### src/rtl/load_store_queue.sv
//==============================================================================
// Module      : load_store_queue
// Description : Circular load/store queue with operand wake-up from the CDB,
//               in-order memory issue (one access outstanding), store commit
//               tracking, flush recovery and sized/sign-extended load results.
//               Optional macro LSQ_SELF_WAKE_EN: completing loads also wake
//               queue entries internally alongside res_en.
// Revision    : 1.0 - initial release
//==============================================================================
`default_nettype none

module load_store_queue #(
    parameter int DEPTH = 8,
    parameter int TAG_W = 4,
    parameter int DAT_W = 32,
    parameter int ADR_W = 32
) (
    input  logic             clk,
    input  logic             rst,
    input  logic             en,
    input  logic             flush,
    input  logic             iss_en,
    input  logic             iss_ld,
    input  logic [1:0]       iss_len,
    input  logic             iss_sext,
    input  logic [TAG_W-1:0] iss_qj,
    input  logic [DAT_W-1:0] iss_vj,
    input  logic [TAG_W-1:0] iss_qk,
    input  logic [DAT_W-1:0] iss_vk,
    input  logic [DAT_W-1:0] iss_imm,
    input  logic [TAG_W-1:0] iss_tag,
    output logic             full,
    input  logic             cdb_en,
    input  logic [TAG_W-1:0] cdb_tag,
    input  logic [DAT_W-1:0] cdb_val,
    input  logic             cmt_en,
    input  logic [TAG_W-1:0] cmt_tag,
    output logic             mem_req,
    output logic             mem_we,
    output logic [1:0]       mem_len,
    output logic [ADR_W-1:0] mem_adr,
    output logic [DAT_W-1:0] mem_wdat,
    input  logic             mem_ack,
    input  logic [DAT_W-1:0] mem_rdat,
    output logic             res_en,
    output logic [TAG_W-1:0] res_tag,
    output logic [DAT_W-1:0] res_val
);

    localparam int PW = $clog2(DEPTH);
    localparam int CW = PW + 1;

    localparam logic [0:0] S_IDLE = 1'b0;
    localparam logic [0:0] S_WAIT = 1'b1;

    // Entry storage
    logic             e_val_q  [DEPTH];
    logic             e_ld_q   [DEPTH];
    logic             e_cmt_q  [DEPTH];
    logic [1:0]       e_len_q  [DEPTH];
    logic             e_sext_q [DEPTH];
    logic [TAG_W-1:0] e_qj_q   [DEPTH];
    logic [DAT_W-1:0] e_vj_q   [DEPTH];
    logic [TAG_W-1:0] e_qk_q   [DEPTH];
    logic [DAT_W-1:0] e_vk_q   [DEPTH];
    logic [DAT_W-1:0] e_imm_q  [DEPTH];
    logic [TAG_W-1:0] e_tag_q  [DEPTH];

    logic [PW-1:0]    head_q, head_d, tail_q, tail_d;
    logic [CW-1:0]    count_q, count_d;
    logic [0:0]       state_q, state_d;
    logic             kill_q, kill_d;
    logic             mem_req_q, res_en_q;
    logic             res_en_d;
    logic [TAG_W-1:0] res_tag_d;
    logic [DAT_W-1:0] res_val_d;

    logic             w_pop, w_push, w_ready, w_launch;
    logic [PW-1:0]    w_base;
    logic [CW-1:0]    w_left, w_ccnt, w_keep;
    logic [DEPTH-1:0] w_discard;
    logic [DAT_W-1:0] w_sum;

    // Second wake-up source: the completing load itself, when enabled
    logic             w_wk_en;
    logic [TAG_W-1:0] w_wk_tag;
    logic [DAT_W-1:0] w_wk_val;
`ifdef LSQ_SELF_WAKE_EN
    assign w_wk_en  = res_en_d;
    assign w_wk_tag = res_tag_d;
    assign w_wk_val = res_val_d;
`else
    assign w_wk_en  = 1'b0;
    assign w_wk_tag = '0;
    assign w_wk_val = '0;
`endif

    function automatic logic hit(input logic [TAG_W-1:0] q, input logic ven,
                                 input logic [TAG_W-1:0] t);
        return ven && (q != '0) && (q == t);
    endfunction

    function automatic logic [DAT_W-1:0] extend(input logic [DAT_W-1:0] d,
                                                input logic [1:0] len, input logic sx);
        case (len)
            2'd0:    return {{(DAT_W-8){sx & d[7]}}, d[7:0]};
            2'd1:    return {{(DAT_W-16){sx & d[15]}}, d[15:0]};
            default: return d;
        endcase
    endfunction

    assign full    = (count_q == CW'(DEPTH));
    assign mem_req = mem_req_q & en;
    assign res_en  = res_en_q & en;
    assign w_sum   = e_vj_q[head_q] + e_imm_q[head_q];

    // Next-state control: pop/push, flush recovery, FSM and result formation
    always_comb begin : p_ctl
        logic [PW-1:0] idx;
        logic          run;
        logic [PW-1:0] off;
        idx      = '0;
        off      = '0;
        run      = 1'b1;
        w_pop    = (state_q == S_WAIT) && mem_ack;
        w_base   = w_pop ? head_q + PW'(1) : head_q;
        w_left   = w_pop ? count_q - CW'(1) : count_q;
        // Committed stores form a contiguous run starting at the (post-pop) head
        w_ccnt   = '0;
        for (int i = 0; i < DEPTH; i++) begin
            idx = w_base + PW'(i);
            if (run && (CW'(i) < w_left) && e_val_q[idx] && !e_ld_q[idx] && e_cmt_q[idx])
                w_ccnt = w_ccnt + CW'(1);
            else
                run = 1'b0;
        end
        w_ready  = e_val_q[head_q] && (e_qj_q[head_q] == '0) &&
                   (e_ld_q[head_q] || ((e_qk_q[head_q] == '0) && e_cmt_q[head_q]));
        w_launch = (state_q == S_IDLE) && w_ready && !flush;
        w_push   = iss_en && (!full || w_pop) && !flush;
        // An in-flight load survives a flush as a killed entry so its ack can pop it
        w_keep   = ((state_q == S_WAIT) && !w_pop && e_ld_q[head_q]) ? CW'(1) : w_ccnt;
        for (int i = 0; i < DEPTH; i++) begin
            off          = PW'(i) - w_base;
            w_discard[i] = ({1'b0, off} >= w_keep);
        end
        head_d   = w_base;
        tail_d   = flush ? w_base + w_keep[PW-1:0] : (w_push ? tail_q + PW'(1) : tail_q);
        count_d  = flush ? w_keep
                         : count_q - (w_pop ? CW'(1) : CW'(0)) + (w_push ? CW'(1) : CW'(0));
        state_d  = w_launch ? S_WAIT : (w_pop ? S_IDLE : state_q);
        kill_d   = w_pop ? 1'b0
                 : ((flush && (state_q == S_WAIT) && e_ld_q[head_q]) ? 1'b1 : kill_q);
        res_en_d  = w_pop && e_ld_q[head_q] && !kill_q && !flush;
        res_tag_d = e_tag_q[head_q];
        res_val_d = extend(mem_rdat, e_len_q[head_q], e_sext_q[head_q]);
    end

    // Entry array: wake-up, commit marking, flush discard, pop and push
    always_ff @(posedge clk) begin
        if (rst) begin
            for (int i = 0; i < DEPTH; i++) begin
                e_val_q[i] <= 1'b0;
                e_ld_q[i]  <= 1'b0;
                e_cmt_q[i] <= 1'b0;
            end
        end else if (en) begin
            for (int i = 0; i < DEPTH; i++) begin
                if (e_val_q[i]) begin
                    if (hit(e_qj_q[i], cdb_en, cdb_tag)) begin
                        e_qj_q[i] <= '0; e_vj_q[i] <= cdb_val;
                    end else if (hit(e_qj_q[i], w_wk_en, w_wk_tag)) begin
                        e_qj_q[i] <= '0; e_vj_q[i] <= w_wk_val;
                    end
                    if (hit(e_qk_q[i], cdb_en, cdb_tag)) begin
                        e_qk_q[i] <= '0; e_vk_q[i] <= cdb_val;
                    end else if (hit(e_qk_q[i], w_wk_en, w_wk_tag)) begin
                        e_qk_q[i] <= '0; e_vk_q[i] <= w_wk_val;
                    end
                    if (cmt_en && !e_ld_q[i] && (e_tag_q[i] == cmt_tag))
                        e_cmt_q[i] <= 1'b1;
                end
                if (flush && w_discard[i])
                    e_val_q[i] <= 1'b0;
            end
            if (w_pop)
                e_val_q[head_q] <= 1'b0;
            if (w_push) begin
                e_val_q[tail_q]  <= 1'b1;
                e_ld_q[tail_q]   <= iss_ld;
                e_cmt_q[tail_q]  <= 1'b0;
                e_len_q[tail_q]  <= iss_len;
                e_sext_q[tail_q] <= iss_sext;
                e_imm_q[tail_q]  <= iss_imm;
                e_tag_q[tail_q]  <= iss_tag;
                e_qj_q[tail_q]   <= iss_qj;
                e_vj_q[tail_q]   <= iss_vj;
                e_qk_q[tail_q]   <= iss_qk;
                e_vk_q[tail_q]   <= iss_vk;
                if (hit(iss_qj, cdb_en, cdb_tag)) begin
                    e_qj_q[tail_q] <= '0; e_vj_q[tail_q] <= cdb_val;
                end else if (hit(iss_qj, w_wk_en, w_wk_tag)) begin
                    e_qj_q[tail_q] <= '0; e_vj_q[tail_q] <= w_wk_val;
                end
                if (hit(iss_qk, cdb_en, cdb_tag)) begin
                    e_qk_q[tail_q] <= '0; e_vk_q[tail_q] <= cdb_val;
                end else if (hit(iss_qk, w_wk_en, w_wk_tag)) begin
                    e_qk_q[tail_q] <= '0; e_vk_q[tail_q] <= w_wk_val;
                end
            end
        end
    end

    // Pointers, FSM, memory launch registers and registered load result
    always_ff @(posedge clk) begin
        if (rst) begin
            head_q    <= '0;
            tail_q    <= '0;
            count_q   <= '0;
            state_q   <= S_IDLE;
            kill_q    <= 1'b0;
            mem_req_q <= 1'b0;
            mem_we    <= 1'b0;
            mem_len   <= '0;
            mem_adr   <= '0;
            mem_wdat  <= '0;
            res_en_q  <= 1'b0;
            res_tag   <= '0;
            res_val   <= '0;
        end else if (!en) begin
            mem_req_q <= 1'b0;
            res_en_q  <= 1'b0;
        end else begin
            head_q    <= head_d;
            tail_q    <= tail_d;
            count_q   <= count_d;
            state_q   <= state_d;
            kill_q    <= kill_d;
            mem_req_q <= w_launch;
            if (w_launch) begin
                mem_we   <= !e_ld_q[head_q];
                mem_len  <= e_len_q[head_q];
                mem_adr  <= ADR_W'(w_sum);
                mem_wdat <= e_vk_q[head_q];
            end
            res_en_q <= res_en_d;
            if (res_en_d) begin
                res_tag <= res_tag_d;
                res_val <= res_val_d;
            end
        end
    end

endmodule

`default_nettype wire

### config.mk
export PLATFORM = sky130hd
export DESIGN_NAME = load_store_queue
export DESIGN_NICKNAME = d
export VERILOG_FILES = /design/src/rtl/load_store_queue.sv
export SDC_FILE = /design/constraint.sdc
export NUM_CORES = 2
export LEC_CHECK = 0
export BUFFER_PORTS_ARGS = -buffer_cell sky130_fd_sc_hd__buf_2
export CORE_UTILIZATION = 55
export DETAILED_ROUTE_END_ITERATION = 16
export PLACE_DENSITY = 0.77
export REMOVE_ABC_BUFFERS = 1
export SYNTH_ARGS = -nofsm -noshare
export SYNTH_HDL_FRONTEND = slang
export SYNTH_SLANG_ARGS = --single-unit
### constraint.sdc
create_clock -name clk -period 19.03 [get_ports clk]
set_input_delay 0.9515 -clock clk [delete_from_list [all_inputs] [get_ports clk]]
set_output_delay 0.9515 -clock clk [all_outputs]
set_load 0.02 [all_outputs]
### Word level (Yosys, flattened, before mapping)

Memory sizes are Yosys's and may differ from the RTL's. A register that Yosys moved wholly into a read port is not among the register bits.
Cells that the tools add are included.

* output and inout bits: 106
* flip-flop bits (word level): 81
* RAM bits: 912
* memories kept: 11
* input bits: 192
* logic and storage cells: 530

Memories
* e_imm_q: words 8, bits a word 32, rd ports 1, clocked after memory_dff 1, wr ports 1, line 66 `logic [DAT_W-1:0] e_imm_q [DEPTH];`
* e_vj_q: words 8, bits a word 32, rd ports 1, clocked after memory_dff 1, wr ports 9, line 63 `logic [DAT_W-1:0] e_vj_q [DEPTH];`
* e_vk_q: words 8, bits a word 32, rd ports 1, clocked after memory_dff 1, wr ports 9, line 65 `logic [DAT_W-1:0] e_vk_q [DEPTH];`
* e_qj_q: words 8, bits a word 4, rd ports 9, clocked after memory_dff 1, wr ports 9, line 62 `logic [TAG_W-1:0] e_qj_q [DEPTH];`
* e_qk_q: words 8, bits a word 4, rd ports 9, clocked after memory_dff 1, wr ports 9, line 64 `logic [TAG_W-1:0] e_qk_q [DEPTH];`
* e_tag_q: words 8, bits a word 4, rd ports 9, clocked after memory_dff 1, wr ports 1, line 67 `logic [TAG_W-1:0] e_tag_q [DEPTH];`
* +5 memories

* add/sub/neg operators: 29
* equal/unequal tests: 29
* $lt $le $gt $ge: 16
* bitwise operators: 29
* reduce and logical (&&, ||, !) cells: 161
* muxes and demuxes: 244

Operators by type and width (number)
* 1-bit 2-to-1 mux: 206
* 1-bit logical AND: 106
* 4-bit equality test: 26
* 4-bit nonzero test: 18
* 3-bit 2-to-1 mux: 23
* 32-bit 2-to-1 mux: 2
* 32-bit one-hot mux with 2 select lines: 1
* 4-bit 2-to-1 mux: 11
* 32-bit adder: 1
* 3-bit by 4-bit greater-or-equal comparator with 1-bit output: 8
* 4-bit by 1-bit adder with 4-bit output, second input constant: 6
* 1-bit logical NOT: 21
* 1-bit OR: 20
* 3-bit by 4-bit less-than comparator with 1-bit output, first input constant: 4
* 3-bit adder, second input constant: 4
* 3-bit subtractor, first input constant: 4
* 2-bit AND reduction: 5
* 3-bit by 1-bit adder with 3-bit output, second input constant: 3
* 4-bit logical NOT: 2
* 1-bit by 4-bit less-than comparator with 1-bit output, first input constant: 2
* 2-bit by 4-bit less-than comparator with 1-bit output, first input constant: 2
* 3-bit by 2-bit adder with 3-bit output, second input constant: 2
* 1-bit AND: 6
* 2-bit nonzero test: 3
* other kinds (16): 22

### Longest topological paths before layout

* depth in word-level cells: 51
* depth in mapped cells: 43
* mapped depth without buffers: 42

### Worst setup path after synthesis

Ideal clock, no wire load.

* path type: input-to-reg
* from: input mem_ack
* to: register tail_q[2]
* slack: 10941 ps
* cell stages on the path: 42
* data arrival time: 7962 ps
* buffers on the path: 1
* library setup time: 128 ps
* required time: 18902 ps
* cell sequence: and3b_1 > nor2_2 > inv_1 > ha_1 > inv_1 > mux4_2 > mux2_2 > or3_1 > inv_1 > ha_1 > o41ai_1 > a211oi_2 > nor2b_1 > a21oi_1 > ha_1 > nand4_1 > o221a_2 > inv_1 > [... 6 more ...] > ha_1 > inv_1 > nor2_1 > a21oi_1 > nor3_1 > or2_2 > ha_1 > and4_1 > a21o_1 > a21oi_1 > buf_2 > inv_1 > ha_1 > xnor2_1 > nand2_1 > o41ai_1 > a22oi_1 > nor2_1

* cells in the longest elaborated chain, start to end: 45
* elaborated cells on any way between the ends: 93
* classes of those cells: 15 x add/sub; 8 x order compare; 19 x mux; 48 x reduce/logical; 3 x memory

Ends and longest elaborated chain
* start: declaration: line 43 `input logic mem_ack,`
* 1-bit logical AND (*): line 125 `w_pop = (state_q == S_WAIT) && mem_ack;`
* 3-bit 2-to-1 mux (*): line 126 `w_base = w_pop ? head_q + PW'(1) : head_q;`
* via head_d[0]: line 69 `logic [PW-1:0] head_q, head_d, tail_q, tail_d;`
* parallel branches: the longest is 41 deep, another holds 4-bit by 1-bit adder with 4-bit output
* 3-bit adder (*): line 148 `tail_d = flush ? w_base + w_keep[PW-1:0] : (w_push ? tail_q + PW'(1) : tail_q);`
* 3-bit 2-to-1 mux (*): line 148
* end signal: assignment: line 235 `tail_q <= tail_d;`
* end: declaration: line 69

Mark *: on every way through the listed nets, which the timed path passes.
A chain may end at the register's enable or synchronous reset.

### Final worst setup path

* from: register state_q
* to: register tail_q[2]

* cells in the longest elaborated chain, start to end: 45
* elaborated cells on any way between the ends: 93
* classes of those cells: 15 x add/sub; 8 x order compare; 19 x mux; 48 x reduce/logical; 3 x memory

Ends and longest elaborated chain
* start: declaration: line 71 `logic [0:0] state_q, state_d;`
* start signal: assignment: line 237 `state_q <= state_d;`
* 1-bit logical AND (*): line 125
* 3-bit 2-to-1 mux (*): line 126
* via head_d[1]: line 69
* parallel branches: the longest is 41 deep, another holds 4-bit by 1-bit adder with 4-bit output
* 3-bit adder (*): line 148
* 3-bit 2-to-1 mux (*): line 148

Marks and branches as above.

==> impl_metrics.yaml <==
outcome:
  outcome: "completed"
final_layout:
  multi_input_area_sq_mm: 0.01653
  post-route-util: 0.6303
  area_growth_pct: 12.73
  stdcell_count: 5061
  regArea_sq_mm: 0.02964
  stdcell_area_sq_mm: 0.05308
  nFillCells: 6201
  nets: 4083
  final_cell_mix: "edfxtp_1 (896), a21oi_1 (619), nor2_1 (457)"
  drive_gt1_frac: 0.2001
  final_common_cell: "edfxtp_1"
grt:
  grt_max_degree: 100
  overflow: 0
  antenna_found_initial: 13
  grt_pass1_vias: 32000
  grt.total_usage: 0.3175
  grt_pass1_wl_um: 201600
setup_path:
  worst_ep_arrival_time_ps: 9760
  critPathKind: "reg2reg"
  max_stage_delay_ps: 730
  end_kind: "flip-flop"
  required_ps: 19550
  crit_slowest_cell: "a21oi_1"
  crit_top_cell: "ha_1"
  cp-start-kind: "flip-flop"
  r2r_setup_slack_ps: 9790
  cp_max_fo: 14
synthesis:
  synth.top_cell.area_share: 0.5714
  yosysTopAreaCell: "edfxtp_1"
  yosys-top-cells-area: "edfxtp_1 (57%), mux4_2 (6.8%), a21oi_1 (6.6%)"
  syn_area_sq_mm: 0.04709
  synth_edf_count: 896
  seq_area_frac_synth: 0.6293
  synth.avg_cell_area_sq_um: 12.93
  ys.flop_type: "edfxtp_1"
  ys_types: 77
  synth-async-reset-ratio: 0
  synthCells: 3641
  synth.ff_latch_count: 1032
  yosysWarnings: 0
clock_tree:
  cts_max_level: 3
  cts_setup_buffers: 0
  hold_buffers: 0
  tritoncts: "yes"
  clk_pin_slew_worst_paths_ps: 60
  cts_sinks: 1032
  cts-resized-gates: 0
  ctsLongestPathBuffers: 3
  cts_buffers: 103
  cts_root_buf: "clkbuf_16"
  clkLatencyLatePin_ps: 680
placement:
  placed_cells: 4858
  portBuffers: 297
  placed_cell_area_sq_mm: 0.04963
  hpwl_um: 80410
  globalplace.congestion: 0.9341
  place_ws_ps: 9398
route:
  ant_nets: 0
  viasPerCell: 6.579
  first_pass_iters: 6
  vias: 33300
  routed_wl_um: 138700
  drt_iter0_markers: 4358
  post_drt_wl_per_cell_um: 27.40
  route.detailed.drc: 0
timing:
  finalSetupViolations: 0
  finClkSkew_ps: 45.92
  fin_setup_tns_ps: 0
  min_period_ps: 9242
  relSlewSlack: 0.2046
  hold_violations: 0
  rsz0062_at_grt: "false"
  tightest_slew_ps: 1193
  fin_crit_sh: 0.4857
  clock.fmax_ghz: 0.1082
  fin_ws_ps: 9788
  drv_slew: 0
floorplanning:
  placementRows: 106
  design.core.area_sq_mm: 0.08422
  die_area_sq_mm: 0.08678
  die_x_um: 294.6
  start_util: 0.5591
  die_y_um: 294.6
  io_pins: 298
power:
  cellPowerDensity_mw_per_mm2: 89.09
  max-vdd-ir-drop_mv: 0.07326
  p_leak_nw: 18.53
hold_path:
  holdCritPathClass: "reg2reg"
job:
  drv_cap: 0
-- power by group --
group	internal [W]	switching, W
combinational	0.0000673	0.000141
sequential	0.00246	0.00000465
clock	0.00117	0.000880
total	0.00370	0.00103
-- sequential cells by signal, summed over array words and instances (netlist names), 4 cells and up, named ones only --
| signal | cells |
|---|---|
| e_imm_q | 256 |
| e_vj_q | 256 |
| e_vk_q | 256 |
| e_qj_q | 32 |
| e_qk_q | 32 |
| e_tag_q | 32 |
| mem_adr | 32 |
| mem_wdat | 32 |
| res_val | 32 |
| e_len_q | 16 |
| e_cmt_q | 8 |
| e_ld_q | 8 |
| e_sext_q | 8 |
| e_val_q | 8 |
| count_q | 4 |
| res_tag | 4 |
-- synthesized netlist by cell type, drive strengths merged (4+ instances only) --
cell type,count
nand4,38
o21ai,105
nor2b,10
a22o,41
a311oi,7
a31oi,9
a211oi,10
inv,42
and2,11
or2,8
a22oi,66
and3,17
a211o,5
nor4,30
nor3b,6
a21oi,619
xnor2,40
mux2i,99
nand3b,8
or4,14
buf,24
dfxtp,136
o31ai,5
or3,7
nor2,459
mux2,68
nand3,40
a2111oi,4
nand2,136
mux4,143
nor3,23
nand2b,13
xor2,89
a221oi,44
o21a,4
edfxtp,896
o211ai,4
a21o,16
clkbuf,237
ha,59
a21boi,5
-- logic make-up (layout without fill, tap and decap cells) --
group / Yosys count / in the layout / synth area share
adder cells (fa/ha/maj): 62 / 62 / 0.01695
AO/OA/AOI/OAI: 974 / 974 / 0.1205
AND/OR/NAND/NOR: 829 / 829 / 0.07847
buffers and inverters: 304 / 582 / 0.02434
other: 0 / 8 / 0
multiplexers: 310 / 310 / 0.1060
flip-flops: 1032 / 1032 / 0.6293
XOR/XNOR: 130 / 130 / 0.02447
-- per-stage QoR --
step	hold WS (ps)	power (W)
2_1_floorplan	445.3	0.002626
3_3_place_gp	442.4	0.002712
3_5_place_dp	446.4	0.002718
4_1_cts	454.5	0.004733
5_1_grt	481.1	0.004841
6_report	454.0	0.004729
-- metal layers --
layer,track usage,routed length (um),vias to the layer above,share of wire
met5,0,49,-,0.00035
met4,0.1522,5696,8,0.041
met3,0.06176,16280,340,0.12
met2,0.5054,65660,2311,0.47
met1,0.4209,51010,16270,0.37
li1,-,-,14370,-
-- area by class of cell --
type                            instances  area share
Clock inverter                         47    0.008486
Sequential cell                      1032      0.5584
Inverter                               43    0.003795
Tap cell                             1134     0.02673
Timing Repair Buffer                  344     0.03470
Clock buffer                          148     0.05613
Antenna cell                            8   0.0003772
Multi-Input combinational cell       2305      0.3114
-- worst max-delay path, delay by kind of cell, from the launching register on --
family,cells,cell delay [ps]
buf+inv,9,1000
simple gates,10,1570
mux,4,1350
compound gates,10,2210
xor+xnor,1,130
fa+ha+maj,8,2170
flops,1,620
-- final timing paths --
| kind | startpoint | to | depth (start not counted) |
|---|---|---|---|
| hold / removal | res_val[7] | res_val[7] | 2 |
| hold reg to reg | res_val[7] | res_val[7] | 2 |
| setup reg to reg | state_q | tail_q[2] | 42 |
| setup / recovery | state_q | tail_q[2] | 42 |
No activity file was read; power rests on OpenSTA's default activity.
